### config.mk
export PLATFORM = sky130hd
export DESIGN_NAME = imem_loader_flat
export DESIGN_NICKNAME = d
export VERILOG_FILES = /design/src/rtl/imem_loader_if.sv /design/src/rtl/imem_loader.sv /design/src/flat_wrapper.sv
export SDC_FILE = /design/constraint.sdc
export NUM_CORES = 1
export LEC_CHECK = 0
export ABC_AREA = 1
export CAP_MARGIN = 20
export CORE_MARGIN = 5
export CORE_UTILIZATION = 50
export CTS_CLUSTER_DIAMETER = 40
export CTS_CLUSTER_SIZE = 28
export DETAILED_ROUTE_END_ITERATION = 12
export GPL_TIMING_DRIVEN = 0
export PLACE_DENSITY_LB_ADDON = 0.2
export SYNTH_ARGS = -nofsm -noshare
export SYNTH_HDL_FRONTEND = slang
export SYNTH_SLANG_ARGS = --single-unit
### constraint.sdc
create_clock -name clk -period 2.1 [get_ports clk]
set_input_delay 0.42 -clock clk [delete_from_list [all_inputs] [get_ports clk]]
set_output_delay 0.42 -clock clk [all_outputs]
set_load 0.02 [all_outputs]
### src/rtl/imem_loader_if.sv
// Byte-stream receive channel and imem byte-write port used by imem_loader.
// The loader takes the slave side; the UART/imem side takes the master side.
interface imem_loader_if #(
  parameter int ADDR_W = 10
);
  logic              rx_valid;
  logic [7:0]        rx_data;
  logic              rx_ready;
  logic              wr_en;
  logic [ADDR_W-1:0] wr_addr;
  logic [7:0]        wr_data;

  modport slave (
    input  rx_valid,
    input  rx_data,
    output rx_ready,
    output wr_en,
    output wr_addr,
    output wr_data
  );

  modport master (
    output rx_valid,
    output rx_data,
    input  rx_ready,
    input  wr_en,
    input  wr_addr,
    input  wr_data
  );
endinterface

### src/rtl/imem_loader.sv
// Framed program loader: LEN_LO, LEN_HI, payload, XOR checksum -> imem writes.
// Holds the CPU in reset while loading and reports sticky done/error flags.
module imem_loader #(
  parameter int ADDR_W = 10,
  parameter int DEPTH  = 1024,
  parameter int LEN_W  = 16
) (
  input  logic          clk,
  input  logic          rst,
  input  logic          start,
  imem_loader_if.slave  bus,
  output logic          cpu_hold,
  output logic          load_done,
  output logic          load_err
);

  typedef enum logic [2:0] {
    S_IDLE,
    S_LEN_LO,
    S_LEN_HI,
    S_DATA,
    S_CHK,
    S_DONE,
    S_ERR
  } state_t;

  state_t            state_q, state_d;
  logic [LEN_W-1:0]  len_q, len_d;
  logic [LEN_W-1:0]  cnt_q, cnt_d;
  logic [7:0]        acc_q, acc_d;
  logic              wr_en_q, wr_en_d;
  logic [ADDR_W-1:0] wr_addr_q, wr_addr_d;
  logic [7:0]        wr_data_q, wr_data_d;
  logic              hold_q, hold_d;
  logic              done_q, done_d;
  logic              err_q, err_d;
  logic [LEN_W-1:0]  len_full;
  logic              xfer;

  assign bus.rx_ready = (state_q == S_LEN_LO) ||
                        (state_q == S_LEN_HI) ||
                        (state_q == S_DATA)   ||
                        (state_q == S_CHK);

  assign xfer = bus.rx_valid && bus.rx_ready;

  assign bus.wr_en   = wr_en_q;
  assign bus.wr_addr = wr_addr_q;
  assign bus.wr_data = wr_data_q;
  assign cpu_hold    = hold_q;
  assign load_done   = done_q;
  assign load_err    = err_q;

  always_comb begin
    state_d   = state_q;
    len_d     = len_q;
    cnt_d     = cnt_q;
    acc_d     = acc_q;
    wr_en_d   = 1'b0;
    wr_addr_d = wr_addr_q;
    wr_data_d = wr_data_q;
    hold_d    = hold_q;
    done_d    = done_q;
    err_d     = err_q;
    len_full  = {bus.rx_data, len_q[7:0]};
    unique case (state_q)
      S_IDLE, S_DONE, S_ERR: begin
        if (start) begin
          state_d = S_LEN_LO;
          hold_d  = 1'b1;
          done_d  = 1'b0;
          err_d   = 1'b0;
          cnt_d   = '0;
          acc_d   = '0;
        end
      end
      S_LEN_LO: begin
        if (xfer) begin
          len_d[7:0] = bus.rx_data;
          state_d    = S_LEN_HI;
        end
      end
      S_LEN_HI: begin
        if (xfer) begin
          len_d = len_full;
          // Oversize images are refused before any write can wrap the address
          if (len_full > LEN_W'(DEPTH)) begin
            state_d = S_ERR;
            err_d   = 1'b1;
          end else if (len_full == '0) begin
            state_d = S_CHK;
          end else begin
            state_d = S_DATA;
          end
        end
      end
      S_DATA: begin
        if (xfer) begin
          wr_en_d   = 1'b1;
          wr_addr_d = cnt_q[ADDR_W-1:0];
          wr_data_d = bus.rx_data;
          cnt_d     = cnt_q + 1'b1;
          acc_d     = acc_q ^ bus.rx_data;
          if (cnt_q == len_q - 1'b1) begin
            state_d = S_CHK;
          end
        end
      end
      S_CHK: begin
        if (xfer) begin
          if (bus.rx_data == acc_q) begin
            state_d = S_DONE;
            done_d  = 1'b1;
            hold_d  = 1'b0;
          end else begin
            state_d = S_ERR;
            err_d   = 1'b1;
          end
        end
      end
      default: state_d = S_IDLE;
    endcase
  end

  always_ff @(posedge clk) begin
    if (rst) begin
      state_q   <= S_IDLE;
      len_q     <= '0;
      cnt_q     <= '0;
      acc_q     <= '0;
      wr_en_q   <= 1'b0;
      wr_addr_q <= '0;
      wr_data_q <= '0;
      hold_q    <= 1'b0;
      done_q    <= 1'b0;
      err_q     <= 1'b0;
    end else begin
      state_q   <= state_d;
      len_q     <= len_d;
      cnt_q     <= cnt_d;
      acc_q     <= acc_d;
      wr_en_q   <= wr_en_d;
      wr_addr_q <= wr_addr_d;
      wr_data_q <= wr_data_d;
      hold_q    <= hold_d;
      done_q    <= done_d;
      err_q     <= err_d;
    end
  end

endmodule

### src/flat_wrapper.sv
// flat-port wrapper written by rule: the top's interface ports become plain ports
module imem_loader_flat 
#(
  parameter int ADDR_W = 10,
  parameter int DEPTH  = 1024,
  parameter int LEN_W  = 16
)
  (clk, rst, start, cpu_hold, load_done, load_err, bus_rx_valid, bus_rx_data, bus_rx_ready, bus_wr_en, bus_wr_addr, bus_wr_data);
  imem_loader_if #(.ADDR_W(ADDR_W)) bus_i ();
  input  logic clk;
  input  logic rst;
  input  logic start;
  output logic cpu_hold;
  output logic load_done;
  output logic load_err;
  input wire logic [$bits(bus_i.rx_valid)-1:0] bus_rx_valid;
  input wire logic [$bits(bus_i.rx_data)-1:0] bus_rx_data;
  output wire logic [$bits(bus_i.rx_ready)-1:0] bus_rx_ready;
  output wire logic [$bits(bus_i.wr_en)-1:0] bus_wr_en;
  output wire logic [$bits(bus_i.wr_addr)-1:0] bus_wr_addr;
  output wire logic [$bits(bus_i.wr_data)-1:0] bus_wr_data;
  assign bus_i.rx_valid = bus_rx_valid;
  assign bus_i.rx_data = bus_rx_data;
  assign bus_rx_ready = bus_i.rx_ready;
  assign bus_wr_en = bus_i.wr_en;
  assign bus_wr_addr = bus_i.wr_addr;
  assign bus_wr_data = bus_i.wr_data;
  imem_loader #(.ADDR_W(ADDR_W), .DEPTH(DEPTH), .LEN_W(LEN_W)) u_core (.clk(clk), .rst(rst), .start(start), .bus(bus_i), .cpu_hold(cpu_hold), .load_done(load_done), .load_err(load_err));
endmodule
==> results of run 1 <==
cell families (layout without fill, tap and decap cells):
group                      count (synthesis)  count (layout)
adders and majority gates                  3               3
xor gates and xnor gates                  21              21
DFF                                       65              65
AOI/OAI and AO/OA                        107             107
buffers and inverters                     76             128
and+or+nand+nor                          234             234
synthesized netlist by cell type (4+ instances only):
cell      count
a211oi_1      7
a21oi_1      50
clkbuf_1     11
dfxtp_1      65
inv_1        59
nand2_1     109
nand2_2       5
nand3_1      20
nand4_1       4
nor2_1       66
nor2_2        5
nor3_1       13
o21ai_0      42
xnor2_1       8
xor2_1       12
registers in the layout (all words and copies together) (netlist names):
name                cells
u_core.acc_q            8
u_core.bus.wr_addr     10
u_core.bus.wr_data      8
u_core.bus.wr_en        1
u_core.cnt_q           16
u_core.cpu_hold         1
u_core.len_q           16
u_core.load_done        1
u_core.load_err         1
u_core.state_q          3
per-stage QoR:
step	power [mW]	setup TNS, ps	hold slack, ps	worst slack (ps)
final	5.57	0	461	88.3
after detailed placement	4.27	0	443	4.83
after global routing	6.01	-179	475	-106
after global placement	4.21	0	440	14.5
after floorplan	3.60	0	455	417
after CTS	5.47	0	457	22.3
area by class of cell:
type                       count  share of cell area [%]
multi-input combinational    365                    45.1
sequential                    65                    31.3
timing repair buffer          36                    8.51
inverter                      62                    5.77
clock buffer                  10                    3.31
tap                           80                    2.41
clock inverter                 6                    2.20
buffer                        14                    1.38
critical path, cell delays in order (launching register included):
cell and delay [ps]:
dfxtp_2 360, inv_4 60, ha_4 270, inv_2 30, nand2_2 60, nand2_2 50
nor2_2 100, nand2_1 70, nor2_1 100, nand2_1 60, nor2_1 120, nand2_1 80
nor2_2 140, nand2_2 110, nand2_4 90, nand2_4 50, o21ai_1 130, inv_1 40
cell usage in the layout, fill, tap and decap left out, types with 4 or more instances in the layout:
| cell type | n |
|---|---|
| a211oi_1 | 7 |
| clkbuf_1 | 10 |
| nor3_1 | 13 |
| nand4_1 | 4 |
| nor2_1 | 64 |
| a21oi_1 | 50 |
| nor2_2 | 7 |
| inv_1 | 57 |
| xnor2_1 | 8 |
| clkbuf_8 | 10 |
| xor2_1 | 12 |
| nand2_2 | 8 |
| clkdlybuf4s50_1 | 33 |
| o21ai_0 | 42 |
| dfxtp_1 | 63 |
| nand2_1 | 104 |
| nand3_1 | 20 |
metal layers:
metal / vias to the layer above / GRT usage [%] / routed length [um]
met2: 96 / 36.7 / 4370
li1: 1730 / - / -
met4: 0 / 6.84 / 133
met5: - / 0 / 0
met1: 1536 / 28.8 / 4150
met3: 13 / 3.41 / 455
power breakdown:
| part | switching (mW) | internal, mW | total, mW |
|---|---|---|---|
| sequential | 0.209 | 1.47 | 1.68 |
| clock | 0.504 | 0.702 | 1.21 |
| combinational | 1.75 | 0.939 | 2.69 |
| total | 2.46 | 3.11 | 5.57 |
worst paths after layout:
kind                         from                end  cells after the start
setup / recovery  u_core.len_q[0]  u_core.state_q[0]                     17
hold / removal    u_core.load_err    u_core.load_err                      2
setup reg to reg  u_core.len_q[0]  u_core.state_q[0]                     17
hold reg to reg   u_core.load_err    u_core.load_err                      2
what timing repair did:
action	4_1_cts	5_1_grt
setup endpoints to repair	3	8
hold endpoints to repair	0	0
pin swaps	0	13
hold buffers	0	0
setup buffers	0	2
resized for setup	2	16
==> impl_results.md, run 1 <==
- Pin count of the biggest net entering global routing: 13
- Initial antenna violation count: 0
- CTS tree: done
- Post-synth top area share: 37.9%
- Final Max Slew Viols: 0
- Core Box Area: 6720 um2
- Adder-cell share of the synthesized area: 1.09%
- Die area: 8620 um2
- Worst skew pair latency: 340 ps
- First-pass GRT wire length: 14800 um
- Maximum VDD drop: 0.791 mV
- Status: completed
- Cell Pwr Density: 1340 nW/um2
- Main flop type after synthesis: dfxtp_1
- Antenna viol nets, final: 0
- Xor and xnor area share after synthesis: 5.76%
- RSZ-0062 raised after global routing: true
- Syn. warnings: 0
- Clock Path Buffers: 2
- Clock Tree Root: clkbuf_8
- Mapped Area: 3430 um2
- Seq/Total Area, Yosys: 37.9%
- LEAKAGE: 1.84 nW
- Initial Util: 51.1%
- Mapped Cells: 506
- Max Cap Viol: 0
- GRT overflow: 0
- Part of the cycle the worst path needs: 95.8%
- Placement Cell Area: 3870 um2
- Slew headroom: 65.8%
- Area grow syn2layout: 21.3%
- Finished layout cell area: 4160 um2
- TritonCTS Buffers: 9
- Fmax: 0.497 GHz
- Synthesized Nets: 521
- Synth Area in Compound Gates: 16.5%
- Final Skew: 8.98 ps
- Total track usage: 21.9%
- Total Wirelength: 9110 um
- Level count of the clock H-tree: 3
- # clock sinks: 65
- Crit start category: flop
- Routability cong.: 0.926
- Synth area leader: dfxtp_1
- # setup viols final: 0
- Main combinational cell family by area after synthesis: simple AND/OR/NAND/NOR gates
- Post-synthesis mux area share: 0%
- Top Ports: 35
- First-pass DRT Iterations: 7
- WL/cell: 14.3 um
- Final Hold Vio Count: 0
- Clock-pin slew on the worst setup and hold paths: 70 ps
- Tightest Hold Check Type: flop to flop
- WP data required: 2340 ps
- Synth cell types: 33
- Die height: 92.8 um
- Synthesized flop and latch total: 65
- Slew @ Worst Pin: 512 ps
- Via count: 3375
- Post-Syn Area per Cell: 6.78 um2
- Placed Cells: 620
- EDFF count, synth: 0
- # nets final: 568
- Crit path DAT: 2250 ps
- Critical path capture point type: flop
- Reg area: 1300 um2
- Simple-Gate Fraction of Synth Area: 30.2%
- DRT iter0 DRCs: 263
- Die Wd: 92.8 um
- Area of the multi-input gates: 1880 um2
- Crit path max fanout: 4
- Post-DP HPWL: 6930 um
- Fraction of layout cells with a size suffix above 1: 10.2%
- Cell Rows: 30
- Async set-reset flop share out of synthesis: 0%
- Fill cells: 631
- Vias in the first global route: 3046
- # diodes: 0
- Setup CP Type: flop to flop
- Reg2Reg Setup Slack: 90 ps
- # DRC: 0
- Port bufs: 34
- Vias per cell: 5.29
- Post-Route Utilization: 61.9%
- Most area-consuming cells after synthesis: dfxtp_1, nand2_1, a21oi_1
- Post-layout minimum cycle time: 2010 ps
- Finished Layout Cells: 638
Note: power is estimated with default switching activity, not from simulation.
==> run 2, diff against run 1 <==
- CORE_UTILIZATION: 50 -> 44
- TNS_END_PERCENT: not set -> 1
==> run 2 against run 1 <==
Net effect: sequential power barely moved; clock power fell by 5%; critical path type unchanged; count of clock-buffer cells in the layout fell by 1; non-clock buffer count fell by 1; die area rose by 12%; sequential share of layout area rose by 0.10 points; via count rose by 2.4%; combinational power barely moved; register-to-register slack improved by 20 ps; global-route usage fell by 1.3 points; clock skew rose by 6.3 ps; sequential cell count did not move; highest routed layer unchanged.
==> impl_results.md, run 2 (synthesis gave the netlist of run 1 again) <==
- Clock power frac: 20.9% (-0.8 points)
- Final Max Slew Viols: 0 (unchanged)
- Antenna viol nets, final: 0 (unchanged)
- Total Wirelength: 9730 um (+6.8%)
- GRT overflow: 0 (unchanged)
- TritonCTS Buffers: 9 (unchanged)
- Placement Cell Area: 3900 um2 (+0.71%)
- Cell count along the critical path: 18 (+1)
- Maximum VDD drop: 0.952 mV (+20%)
- Initial Util: 44.9% (-6.2 points)
- Most common cell after layout, fill and taps aside: nand2_1
- # clock sinks: 65 (unchanged)
- Crit path DAT: 2300 ps (+50 ps)
- Post-layout power: 5.53 mW (-0.78%)
- WP data required: 2410 ps (+70 ps)
- Fraction of layout cells with a size suffix above 1: 9.52% (-0.70 points)
- Final Hold Vio Count: 0 (unchanged)
- Slew headroom: 58.4% (-7.5 points)
- Vias in the first global route: 3232 (+6.1%)
- Routability cong.: 0.961 (+3.8%)
- Final Skew: 15.3 ps (+6.29 ps)
- Crit path max fanout: 4 (unchanged)
- Pin count of the biggest net entering global routing: 15 (+2)
- Vias per cell: 5.24 (-0.89%)
- Clock Tree Root: clkbuf_8
- Tightest Hold Check Type: flop to flop
- First-pass DRT Iterations: 5 (-2)
- # DRC: 0 (unchanged)
- Sw frac: 46.2% (+2.0 points)
- Worst skew pair latency: 360 ps (+20 ps)
- Crit path to: u_core.state_q[1]
- Setup CP Type: flop to flop
- Total track usage: 20.6% (-1.3 points)
- Crit start category: flop
- Worst-path cell chain: inv_4 -> ha_4 -> inv_1 -> nand2_1 -> nand2_1 -> nor2_1 -> nand2_1 -> nor2_1 -> nand2_1 -> nor2_1 -> nand2_1 -> nor2_1 -> nand2_1 -> nand2_2 -> nand2_2 -> nand2_1 -> nand2_1 -> nor2_1
- Hold_ws: 466 ps (+5.42 ps)
- DRT iter0 DRCs: 209 (-21%)
- Cell Rows: 32 (+6.7%)
- Max Cap Viol: 0 (unchanged)
- Die height: 98.3 um (+5.9%)
- # diodes: 0 (unchanged)
- Die Wd: 98.3 um (+5.9%)
- Critical path capture point type: flop
- Post-layout minimum cycle time: 2000 ps (-15.3 ps)
- Reg-to-reg endpoint: u_core.state_q[1]
- CTS tree: done
- WL/cell: 14.8 um (+3.4%)
- Core Box Area: 7650 um2 (+14%)
- Setup TNS: 0 ps (unchanged)
- NetSw: 2.55 mW (+3.7%)
- Crit path launch: u_core.len_q[0]
- Fmax: 0.501 GHz (+0.77%)
- Slowest-stage cell, CP: dfxtp_4
- Level count of the clock H-tree: 3 (unchanged)
- Clock-pin slew on the worst setup and hold paths: 90 ps (+20 ps)
- # nets final: 567 (-0.18%)
- Worst r2r path cells: 18 (+1)
- Reg2Reg Setup Slack: 100 ps (+20 ps)
- Post-DP HPWL: 7290 um (+5.1%)
- Hold_buf cts: 0 (unchanged)
- Part of the cycle the worst path needs: 95.1% (-0.73 points)
- Commonest non-fill, non-tap cells in the layout: nand2_1, nor2_1, dfxtp_1
- Die area: 9660 um2 (+12%)
- Slew @ Worst Pin: 624 ps (+112 ps)
- Finished layout cell area: 4160 um2 (about the same)
- CP delay by family, top: simple AND/OR/NAND/NOR gates
- Int Power: 2.98 mW (-4.3%)
- Sequential share of power: 30.4% (+0.3 points)
- Top Ports: 35 (unchanged)
- Status: completed
- RSZ-0062 raised after global routing: true
- # setup viols final: 0 (unchanged)
- CP max stage delay: 380 ps (+20 ps)
- Initial antenna violation count: 0 (unchanged)
- Port bufs: 34 (unchanged)
- LEAKAGE: 1.83 nW (-0.45%)
- Buffers plus inverters on the worst setup path: 2 (-1)
- CP most frequent cell: nand2_1
- Clock Path Buffers: 2 (unchanged)
- Area grow syn2layout: 21.2% (about the same)
- Combinational power share: 48.7% (+0.5 points)
- Via count: 3455 (+2.4%)
- Reg-to-reg startpoint: u_core.len_q[0]
- Cell Pwr Density: 1330 nW/um2 (-0.75%)
- First-pass GRT wire length: 15700 um (+6.0%)
## run 2: worst min path at each step
stage | start | end | slack (ps) | cells after the start
5_1_grt | u_core.load_err | u_core.load_err | 490 | 2
4_1_cts | u_core.load_err | u_core.load_err | 470 | 2
3_3_place_gp | u_core.load_err | u_core.load_err | 440 | 2
6_report | u_core.load_err | u_core.load_err | 470 | 2
3_5_place_dp | u_core.load_err | u_core.load_err | 460 | 2
2_1_floorplan | u_core.cnt_q[7] | u_core.cnt_q[7] | 460 | 1
## run 2: area by class of cell
cell class                      count  area (um2)
Multi-Input combinational cell    365        1870
Sequential cell                    65        1310
Timing Repair Buffer               35         347
Clock inverter                      7        87.6
Inverter                           62         240
Fill cell                         737        3490
Clock buffer                        9         124
Tap cell                          102         128
Buffer                             14        57.6
## run 2: power groups by stage
| stage | logic [mW] | registers, mW | clock network [mW] |
|---|---|---|---|
| 3_5_place_dp | 2.59 | 1.70 | 0 |
| 3_3_place_gp | 2.54 | 1.69 | 0 |
| 6_report | 2.69 | 1.68 | 1.15 |
| 2_1_floorplan | 1.89 | 1.71 | 0 |
| 4_1_cts | 2.59 | 1.67 | 1.16 |
| 5_1_grt | 3.04 | 1.71 | 1.23 |
## run 2: stage by stage
stage | util [%] | instances | setup WS [ps]
after floorplan | - | 506 | 417
final | 54.4 | 659 | 104
after CTS | 53.7 | 658 | 81.8
after global placement | 51.0 | 642 | -1.66
after detailed placement | 51.0 | 642 | -14.7
after global routing | 54.4 | 659 | -58.4
## run 2: worst register-to-register path, delay by kind of cell (launching register included)
| kind | cells | cell delay, ps |
|---|---|---|
| flip-flops | 1 | 380 |
| AND/OR/NAND/NOR | 15 | 1250 |
| buffers and inverters | 2 | 80 |
| adder cells (fa/ha/maj) | 1 | 250 |
## run 2: what timing repair did
action | CTS | global route
resized for setup | 1 | 16
endpoints found under the setup margin | 1 | 5
setup buffers | 0 | 1
pin swaps | 0 | 6
## run 2: metal layers
metal	part of all wire (%)	global-route usage (%)	up-vias
met5	0	0	-
met4	2.5	8.51	0
met3	6.7	5.07	22
met2	46	32.6	105
met1	45	26.7	1600
li1	-	-	1728
